--- config.mk ---
export PLATFORM = sky130hd
export DESIGN_NAME = tri_upper_matmul_3x3
export DESIGN_NICKNAME = d
export VERILOG_FILES = /design/src/rtl/tri_upper_matmul_3x3.sv
export SDC_FILE = /design/constraint.sdc
export NUM_CORES = 2
export LEC_CHECK = 0
export ABC_CLOCK_PERIOD_IN_PS = 17500
export CORE_MARGIN = 2
export CORE_UTILIZATION = 60
export DETAILED_ROUTE_END_ITERATION = 8
export PLACE_DENSITY = 0.83
export SLEW_MARGIN = 5
export SYNTH_ARGS = -nofsm -noshare
export SYNTH_HDL_FRONTEND = slang
export SYNTH_SLANG_ARGS = --single-unit
--- constraint.sdc ---
create_clock -name clk -period 17.5 [get_ports clk]
set_input_delay 3.5 -clock clk [delete_from_list [all_inputs] [get_ports clk]]
set_output_delay 3.5 -clock clk [all_outputs]
set_load 0.1 [all_outputs]
--- src/rtl/tri_upper_matmul_3x3.sv ---
// Sequential 3x3 upper-triangular Q4.12 matrix product C = A x B using one shared MAC,
// with a saturating per-element finish and an identity-within-tolerance flag.
module tri_upper_matmul_3x3 #(
    parameter int WORD_LENGTH     = 16,
    parameter int FRACTION_LENGTH = 12,
    parameter int ACC_W           = 34,
    parameter int TOL             = 8
) (
    input  logic                   clk,
    input  logic                   rst,
    input  logic                   valid,
    input  logic [WORD_LENGTH-1:0] a11,
    input  logic [WORD_LENGTH-1:0] a12,
    input  logic [WORD_LENGTH-1:0] a13,
    input  logic [WORD_LENGTH-1:0] a22,
    input  logic [WORD_LENGTH-1:0] a23,
    input  logic [WORD_LENGTH-1:0] a33,
    input  logic [WORD_LENGTH-1:0] b11,
    input  logic [WORD_LENGTH-1:0] b12,
    input  logic [WORD_LENGTH-1:0] b13,
    input  logic [WORD_LENGTH-1:0] b22,
    input  logic [WORD_LENGTH-1:0] b23,
    input  logic [WORD_LENGTH-1:0] b33,
    output logic [WORD_LENGTH-1:0] c11,
    output logic [WORD_LENGTH-1:0] c12,
    output logic [WORD_LENGTH-1:0] c13,
    output logic [WORD_LENGTH-1:0] c22,
    output logic [WORD_LENGTH-1:0] c23,
    output logic [WORD_LENGTH-1:0] c33,
    output logic                   busy,
    output logic                   done,
    output logic                   ovf,
    output logic                   ident_ok
);

    localparam logic [1:0] S_IDLE = 2'd0;
    localparam logic [1:0] S_MAC  = 2'd1;
    localparam logic [1:0] S_OUT  = 2'd2;

    localparam logic [3:0] LAST_TERM = 4'd9;
    localparam int         PROD_W    = 2 * WORD_LENGTH;

    localparam logic signed [WORD_LENGTH:0] ONE_EXT = (WORD_LENGTH + 1)'(1 << FRACTION_LENGTH);

    logic [1:0]                    state_q, state_d;
    logic [3:0]                    idx_q, idx_d;
    logic signed [ACC_W-1:0]       acc_q, acc_d;
    logic [5:0][WORD_LENGTH-1:0]   a_q, a_d;
    logic [5:0][WORD_LENGTH-1:0]   b_q, b_d;
    logic [5:0][WORD_LENGTH-1:0]   res_q, res_d;
    logic [5:0][WORD_LENGTH-1:0]   c_q, c_d;
    logic                          pend_ovf_q, pend_ovf_d;
    logic                          ovf_q, ovf_d;
    logic                          ident_q, ident_d;
    logic                          done_q, done_d;

    logic [2:0]                    sel_a, sel_b, dest;
    logic                          term_last;
    logic [WORD_LENGTH-1:0]        op_a, op_b;
    logic signed [PROD_W-1:0]      op_a_ext, op_b_ext, prod;
    logic signed [ACC_W-1:0]       prod_ext, sum, shifted;
    logic                          elem_ovf;
    logic [WORD_LENGTH-1:0]        sat_val;
    logic signed [WORD_LENGTH:0]   d11, d12, d13, d22, d23, d33;
    logic                          ident_calc;

    function automatic logic within_tol(input logic signed [WORD_LENGTH:0] diff);
        logic signed [WORD_LENGTH:0] mag;
        mag = diff[WORD_LENGTH] ? -diff : diff;
        return mag <= (WORD_LENGTH + 1)'(TOL);
    endfunction

    // Operand/destination slot order is 0=x11 1=x12 2=x13 3=x22 4=x23 5=x33.
    always_comb begin
        sel_a     = 3'd0;
        sel_b     = 3'd0;
        dest      = 3'd0;
        term_last = 1'b0;
        case (idx_q)
            4'd0: begin sel_a = 3'd0; sel_b = 3'd0; term_last = 1'b1; dest = 3'd0; end
            4'd1: begin sel_a = 3'd0; sel_b = 3'd1; end
            4'd2: begin sel_a = 3'd1; sel_b = 3'd3; term_last = 1'b1; dest = 3'd1; end
            4'd3: begin sel_a = 3'd0; sel_b = 3'd2; end
            4'd4: begin sel_a = 3'd1; sel_b = 3'd4; end
            4'd5: begin sel_a = 3'd2; sel_b = 3'd5; term_last = 1'b1; dest = 3'd2; end
            4'd6: begin sel_a = 3'd3; sel_b = 3'd3; term_last = 1'b1; dest = 3'd3; end
            4'd7: begin sel_a = 3'd3; sel_b = 3'd4; end
            4'd8: begin sel_a = 3'd4; sel_b = 3'd5; term_last = 1'b1; dest = 3'd4; end
            default: begin sel_a = 3'd5; sel_b = 3'd5; term_last = 1'b1; dest = 3'd5; end
        endcase
    end

    always_comb begin
        op_a     = a_q[sel_a];
        op_b     = b_q[sel_b];
        op_a_ext = {{WORD_LENGTH{op_a[WORD_LENGTH-1]}}, op_a};
        op_b_ext = {{WORD_LENGTH{op_b[WORD_LENGTH-1]}}, op_b};
        prod     = op_a_ext * op_b_ext;
        prod_ext = {{(ACC_W - PROD_W){prod[PROD_W-1]}}, prod};
        sum      = acc_q + prod_ext;
        shifted  = sum >>> FRACTION_LENGTH;
        // The element fits only if every bit above the result's sign bit matches it.
        elem_ovf = !((&shifted[ACC_W-1:WORD_LENGTH-1]) || !(|shifted[ACC_W-1:WORD_LENGTH-1]));
        if (elem_ovf) begin
            sat_val = shifted[ACC_W-1] ? {1'b1, {(WORD_LENGTH - 1){1'b0}}}
                                       : {1'b0, {(WORD_LENGTH - 1){1'b1}}};
        end else begin
            sat_val = shifted[WORD_LENGTH-1:0];
        end
    end

    always_comb begin
        d11 = signed'({res_q[0][WORD_LENGTH-1], res_q[0]}) - ONE_EXT;
        d12 = signed'({res_q[1][WORD_LENGTH-1], res_q[1]});
        d13 = signed'({res_q[2][WORD_LENGTH-1], res_q[2]});
        d22 = signed'({res_q[3][WORD_LENGTH-1], res_q[3]}) - ONE_EXT;
        d23 = signed'({res_q[4][WORD_LENGTH-1], res_q[4]});
        d33 = signed'({res_q[5][WORD_LENGTH-1], res_q[5]}) - ONE_EXT;
        ident_calc = within_tol(d11) && within_tol(d12) && within_tol(d13) &&
                     within_tol(d22) && within_tol(d23) && within_tol(d33);
    end

    always_comb begin
        state_d    = state_q;
        idx_d      = idx_q;
        acc_d      = acc_q;
        a_d        = a_q;
        b_d        = b_q;
        res_d      = res_q;
        c_d        = c_q;
        pend_ovf_d = pend_ovf_q;
        ovf_d      = ovf_q;
        ident_d    = ident_q;
        done_d     = 1'b0;
        case (state_q)
            S_IDLE: begin
                if (valid) begin
                    a_d        = {a33, a23, a22, a13, a12, a11};
                    b_d        = {b33, b23, b22, b13, b12, b11};
                    acc_d      = '0;
                    idx_d      = 4'd0;
                    pend_ovf_d = 1'b0;
                    state_d    = S_MAC;
                end
            end
            S_MAC: begin
                if (term_last) begin
                    res_d[dest] = sat_val;
                    pend_ovf_d  = pend_ovf_q | elem_ovf;
                    acc_d       = '0;
                end else begin
                    acc_d = sum;
                end
                if (idx_q == LAST_TERM) begin
                    idx_d   = 4'd0;
                    state_d = S_OUT;
                end else begin
                    idx_d = idx_q + 4'd1;
                end
            end
            S_OUT: begin
                c_d     = res_q;
                ovf_d   = pend_ovf_q;
                ident_d = ident_calc;
                done_d  = 1'b1;
                state_d = S_IDLE;
            end
            default: begin
                state_d = S_IDLE;
            end
        endcase
    end

    always_ff @(posedge clk or negedge rst) begin
        if (!rst) begin
            state_q    <= S_IDLE;
            idx_q      <= '0;
            acc_q      <= '0;
            a_q        <= '0;
            b_q        <= '0;
            res_q      <= '0;
            c_q        <= '0;
            pend_ovf_q <= 1'b0;
            ovf_q      <= 1'b0;
            ident_q    <= 1'b0;
            done_q     <= 1'b0;
        end else begin
            state_q    <= state_d;
            idx_q      <= idx_d;
            acc_q      <= acc_d;
            a_q        <= a_d;
            b_q        <= b_d;
            res_q      <= res_d;
            c_q        <= c_d;
            pend_ovf_q <= pend_ovf_d;
            ovf_q      <= ovf_d;
            ident_q    <= ident_d;
            done_q     <= done_d;
        end
    end

    assign c11      = c_q[0];
    assign c12      = c_q[1];
    assign c13      = c_q[2];
    assign c22      = c_q[3];
    assign c23      = c_q[4];
    assign c33      = c_q[5];
    assign busy     = (state_q != S_IDLE);
    assign done     = done_q;
    assign ovf      = ovf_q;
    assign ident_ok = ident_q;

endmodule

After elaboration in Yosys (flattened, before gate mapping):

Cells that the tools add are included.
Widths: inputs -> output; s select.

* input port bits: 195
* register bits: 428
* output and inout port bits: 100
* logic and storage cells: 127

* reduce and logical (&&, ||, !) cells: 27
* add/sub/neg operators: 11
* bitwise operators: 2
* magnitude comparators: 10
* $mul: 1
* equality and inequality tests: 14
* mux-type cells: 31

Operators by type and width (number)
* $le 17x5->1 const B: 6
* $mux 17: 6
* $bmux 16 s3: 2
* $bwmux 96: 1
* $mux 16: 5
* $mux 34: 2
* $pmux 34 s2: 1
* $neg 16->17: 3
* $neg 17->17: 3
* $sub 16x14->17 const B: 3
* $demux 16 s3: 1
* $pmux 3 s5: 3
* $add 34x32->34: 1
* $mul 16x16->32: 1
* $eq 4x3->1 const B: 4
* $lt 3x4->1 const B: 3
* $eq 4x2->1 const B: 2
* $eq 4x4->1 const B: 2
* $mux 4: 2
* $pmux 4 s2: 1
* $reduce_and 2->1: 4
* $reduce_or 2->1: 4
* $reduce_and 7->1: 1
* $reduce_or 7->1: 1
* other kinds (22): 34

Depth between registers and ports, before layout:

* depth after elaboration: 14
* depth in mapped cells: 36
* gate-level depth less buffers: 30

Least setup slack after synthesis:

No wires, ideal clock.

* kind: reg-to-reg
* start point: register idx_q[3]
* end point: register res_q[10] (netlist name)
* path buffers: 6
* period minus slack after synthesis: 8.669 ns
* path slack: 8.831 ns
* library setup time: 0.140 ns
* arrival: 8.530 ns
* data required time: 17.360 ns
* cell stages (with the launch flop): 32
* path through: dfrtp_1 -> clkbuf_1 -> buf_1 -> nor2_1 -> clkbuf_1 -> buf_1 -> mux2i_1 -> mux2i_1 -> nand2_1 -> inv_1 -> fa_1 -> inv_1 -> fa_1 -> inv_1 -> fa_1 -> fa_1 -> fa_1 -> inv_1 -> fa_1 -> inv_1 -> ha_1 -> and4_4 -> and2_4 -> a311o_1 -> nor3_2 -> a21oi_1 -> mux2_1 -> or3_1 -> buf_6 -> o2111ai_4 -> buf_6 -> o211ai_2

* word-level cells in the longest chain between the ends: 12
* elaborated cells between the ends (all ways): 39
* those cells by class: add/sub: 1; mul: 1; order compare: 2; eq/ne: 8; mux: 12; bitwise: 1; reduce/logical: 14

Ends and longest elaborated chain
* start: declaration: RTL line 46 `logic [3:0] idx_q, idx_d;`
* start signal: assignment: RTL line 189 `idx_q <= idx_d;`
* $eq 4x2->1 (tied with other cells): RTL line 79 `case (idx_q)`
* $reduce_or 3->1 (no source line) / $reduce_or 2->1 (equally long branches)
* $pmux 3 s5: RTL line 79
* $bmux 16 s3, on equally long branches: RTL line 94, 95
* $mux 16, on equally long branches: RTL line 94, 95
* $mul 16x16->32: RTL line 98 `prod = op_a_ext * op_b_ext;`
* $add 34x32->34: RTL line 100 `sum = acc_q + prod_ext;`
* $reduce_or 7->1: RTL line 103 `elem_ovf = !((&shifted[ACC_W-1:WORD_LENGTH-1]) || !(|shifted[ACC_W-1:WORD_LENGTH-1]));`
* $logic_not 1->1: RTL line 103
* $logic_or 1x1->1: RTL line 103
* $mux 16: RTL line 104 `if (elem_ovf) begin`
* $bwmux 96: RTL line 148 `res_d[dest] = sat_val;`
* end signal: assignment: RTL line 193 `res_q <= res_d;`
* end: declaration: RTL line 50 `logic [5:0][WORD_LENGTH-1:0] res_q, res_d;`

Several ways; a longest one is shown, not always the timed one. The select of a mux whose other input is x is not followed.
A chain may end at the register's enable or synchronous reset.

Worst setup path in the final report:

* start point: register idx_q[3]
* end point: register res_q, in the netlist d12[1]

Same word-level chain as after synthesis.

==> flow_summary.json <==
{
  "wl_um": 86100,
  "clock_skew_ns": 0.0319,
  "synth_top_area_share_pct": 33.7,
  "clock.fmax_ghz": 0.0910,
  "synth_nets": 4180,
  "yosysSeqAreaShare_pct": 33.7,
  "yosys.area.top_type": "dfrtp_1",
  "routabilityCongestion": 0.956,
  "start_util_pct": 60.5,
  "clock-sinks": 428,
  "via_per_inst": 5.82,
  "synth_area_leaders": "dfrtp_1 (34%), fa_1 (19%), nand2_1 (14%)",
  "worstSetupStartpointType": "flop",
  "setup_tns_ns": 0,
  "drv_slew": 0,
  "status": "completed",
  "num_rows": 84,
  "timing.hold.ws_ns": 0.467,
  "grt_pass1_wl_um": 139000,
  "ys_warn_count": 0,
  "fin_nets": 4396,
  "cts_setup_buffers": 0,
  "die_w_um": 234,
  "core_region_area_um2": 52400,
  "period_needed_ns": 10.99,
  "ant_nets": 0,
  "slowest_stage": "mux2i_1",
  "path_class": "flop to flop",
  "rsz0062_at_grt": "no",
  "setup_viol": 0,
  "num_vias": 26200,
  "cts.clk_slew.worst_paths_ns": 0.06,
  "drc_errors": 0,
  "grt_overflow": 0,
  "antenna_found_initial": 0,
  "required_ns": 17.93,
  "dieArea_um2": 54800,
  "insertion_delay_ns": 0.61,
  "io-pin-count": 295,
  "max_cap_viol_count": 0,
  "hold_violations": 0,
  "cts_tree": "done",
  "grt_pass1_vias": 26500,
  "synthCells": 3569,
  "cpMostUsedCell": "fa_1",
  "crit_fanout": 46,
  "hold_buffers": 0,
  "root_buffer": "clkbuf_16",
  "ys_types": 88,
  "h-tree-depth": 2,
  "clk_path_buf_depth": 3,
  "die_h_um": 234,
  "crit_arrival_ns": 11.42,
  "grt_usage_pct": 32.5,
  "drive_gt1_share_pct": 6.99,
  "max_stage_delay_ns": 0.86,
  "syn_to_final_growth_pct": 15.9,
  "min-delay-path-class": "flop to flop",
  "fin_crit_sh_pct": 62.8,
  "grt_max_degree": 185,
  "synth-main-ff-cell": "dfrtp_1",
  "endpoint_kind": "flop",
  "async_reset_ff_share_pct": 100,
  "avgSynthCellArea_um2": 8.89,
  "cts_resized": 0,
  "numCtsBuffers": 47,
  "slew_headroom_pct": 16.7,
  "numPortBuffers": 294,
  "synth-edff-count": 0,
  "drtIter0Drc": 2639,
  "worst_pin_slew_ns": 1.25,
  "n_antenna_cell": 0,
  "routedWlPerCell_um": 19.1,
  "yosys_register_bits": 428,
  "dp_hpwl_um": 63900,
  "first_pass_iters": 6,
  "syn_area_um2": 31700
}
-- final timing paths --
check / startpoint / end / slack (ns) / cells past startpoint
min in group asynchronous: rst / b_q[13] / 2.93 / 1
setup / recovery: idx_q[3] / d12[1] / 6.51 / 29
max in group asynchronous: rst / acc_q[19] / 12.10 / 3
hold / removal: b_q[32] / b_q[32] / 0.47 / 2
hold reg to reg: b_q[32] / b_q[32] / 0.47 / 2
setup reg to reg: idx_q[3] / d12[1] / 6.51 / 29
-- cells by family (layout without fill, tap and decap cells) --
| kind of cell | count (synthesis) | after routing | share of synthesized area (%) |
|---|---|---|---|
| AOI/OAI and AO/OA | 440 | 440 | 10.9 |
| muxes | 73 | 73 | 2.46 |
| adders and majority gates | 416 | 416 | 23.6 |
| and+or+nand+nor | 1602 | 1602 | 21.0 |
| buffers and inverters | 555 | 808 | 6.80 |
| DFF | 428 | 428 | 33.7 |
| xor gates and xnor gates | 55 | 55 | 1.52 |
-- metrics by stage --
step | std cells | util [%] | worst slack [ns] | area, µm²
finish | 4510 | 70.2 | 6.51 | 36800
global route | 4510 | 70.2 | 5.93 | 36800
global placement | 4424 | 67.1 | 7.12 | 35200
detailed placement | 4424 | 67.1 | 6.73 | 35200
CTS | 4510 | 70.2 | 6.70 | 36800
floorplan | 3569 | - | 8.83 | 31700
-- registers in the layout (all words and copies together), names as in the netlist --
| register | flops |
|---|---|
| a_q | 96 |
| b_q | 96 |
| res_q | 48 |
| acc_q | 34 |
| c11 | 16 |
| c12 | 16 |
| c13 | 16 |
| c22 | 16 |
| c23 | 16 |
| c33 | 16 |
| d12 | 16 |
| d13 | 16 |
| d23 | 16 |
| idx_q | 4 |
| state_q | 2 |
| done | 1 |
| ident_ok | 1 |
| ovf | 1 |
| pend_ovf_q | 1 |
-- final cells by class --
class                      instances  area, µm²
clock buffer                      70       1380
sequential                       428      10700
multi-input combinational       2586      18900
timing repair buffer             335       3270
inverter                         387       1450
clock inverter                    16        198
tap                              688        861
fill                            3950      15700
-- synthesized netlist by cell type (38+ instances only) --
library cell,number
nand2_1,1200
dfrtp_1,428
inv_1,386
fa_1,305
nor2_1,191
clkbuf_1,140
ha_1,111
a21oi_1,82
o21ai_0,81
o211ai_2,61
nand3_1,44
mux2i_1,42
xnor2_1,38
-- worst max-delay path, delay by kind of cell (launching register included) --
kind            cells  cell delay, ns
compound gates      5            1.81
simple gates        8            2.85
flops               1            0.38
mux                 2            1.24
buf+inv             7            1.15
fa+ha+maj           7            3.34
-- per-layer routing --
metal	global-route usage, %	wire [µm]	share of wire [%]	vias up
met2	53.0	41900	49	1189
li1	-	-	-	11800
met3	6.35	7250	8.4	214
met4	10.9	2720	3.2	0
met1	44.0	34300	40	13000
met5	0	0	0	-
-- layout by cell type (no fill, tap or decap), types with 10 or more instances in the layout --
cell             count
o21ai_0             81
a21o_1              12
dfrtp_1            427
o21ai_1             11
clkbuf_16           48
or2_2               10
clkdlybuf4s50_1    293
nor2_1             189
nand4_1             13
a221oi_1            15
fa_1               305
mux2_2              29
nor3_1              32
a31oi_1             11
nand2_8             10
xor2_1              17
nand2b_1            20
nand3_1             44
ha_1               111
clkbuf_1            12
xnor2_1             38
inv_1              386
or3_1               16
clkbuf_8            10
o211ai_2            61
mux2i_1             42
nand2_1           1199
o211ai_1            35
a21oi_1             80
a22o_1              32
buf_4               40
Power is left out: the tool's default activity adds up to more than one toggle a clock period on the data nets, which glitch-free logic cannot reach.
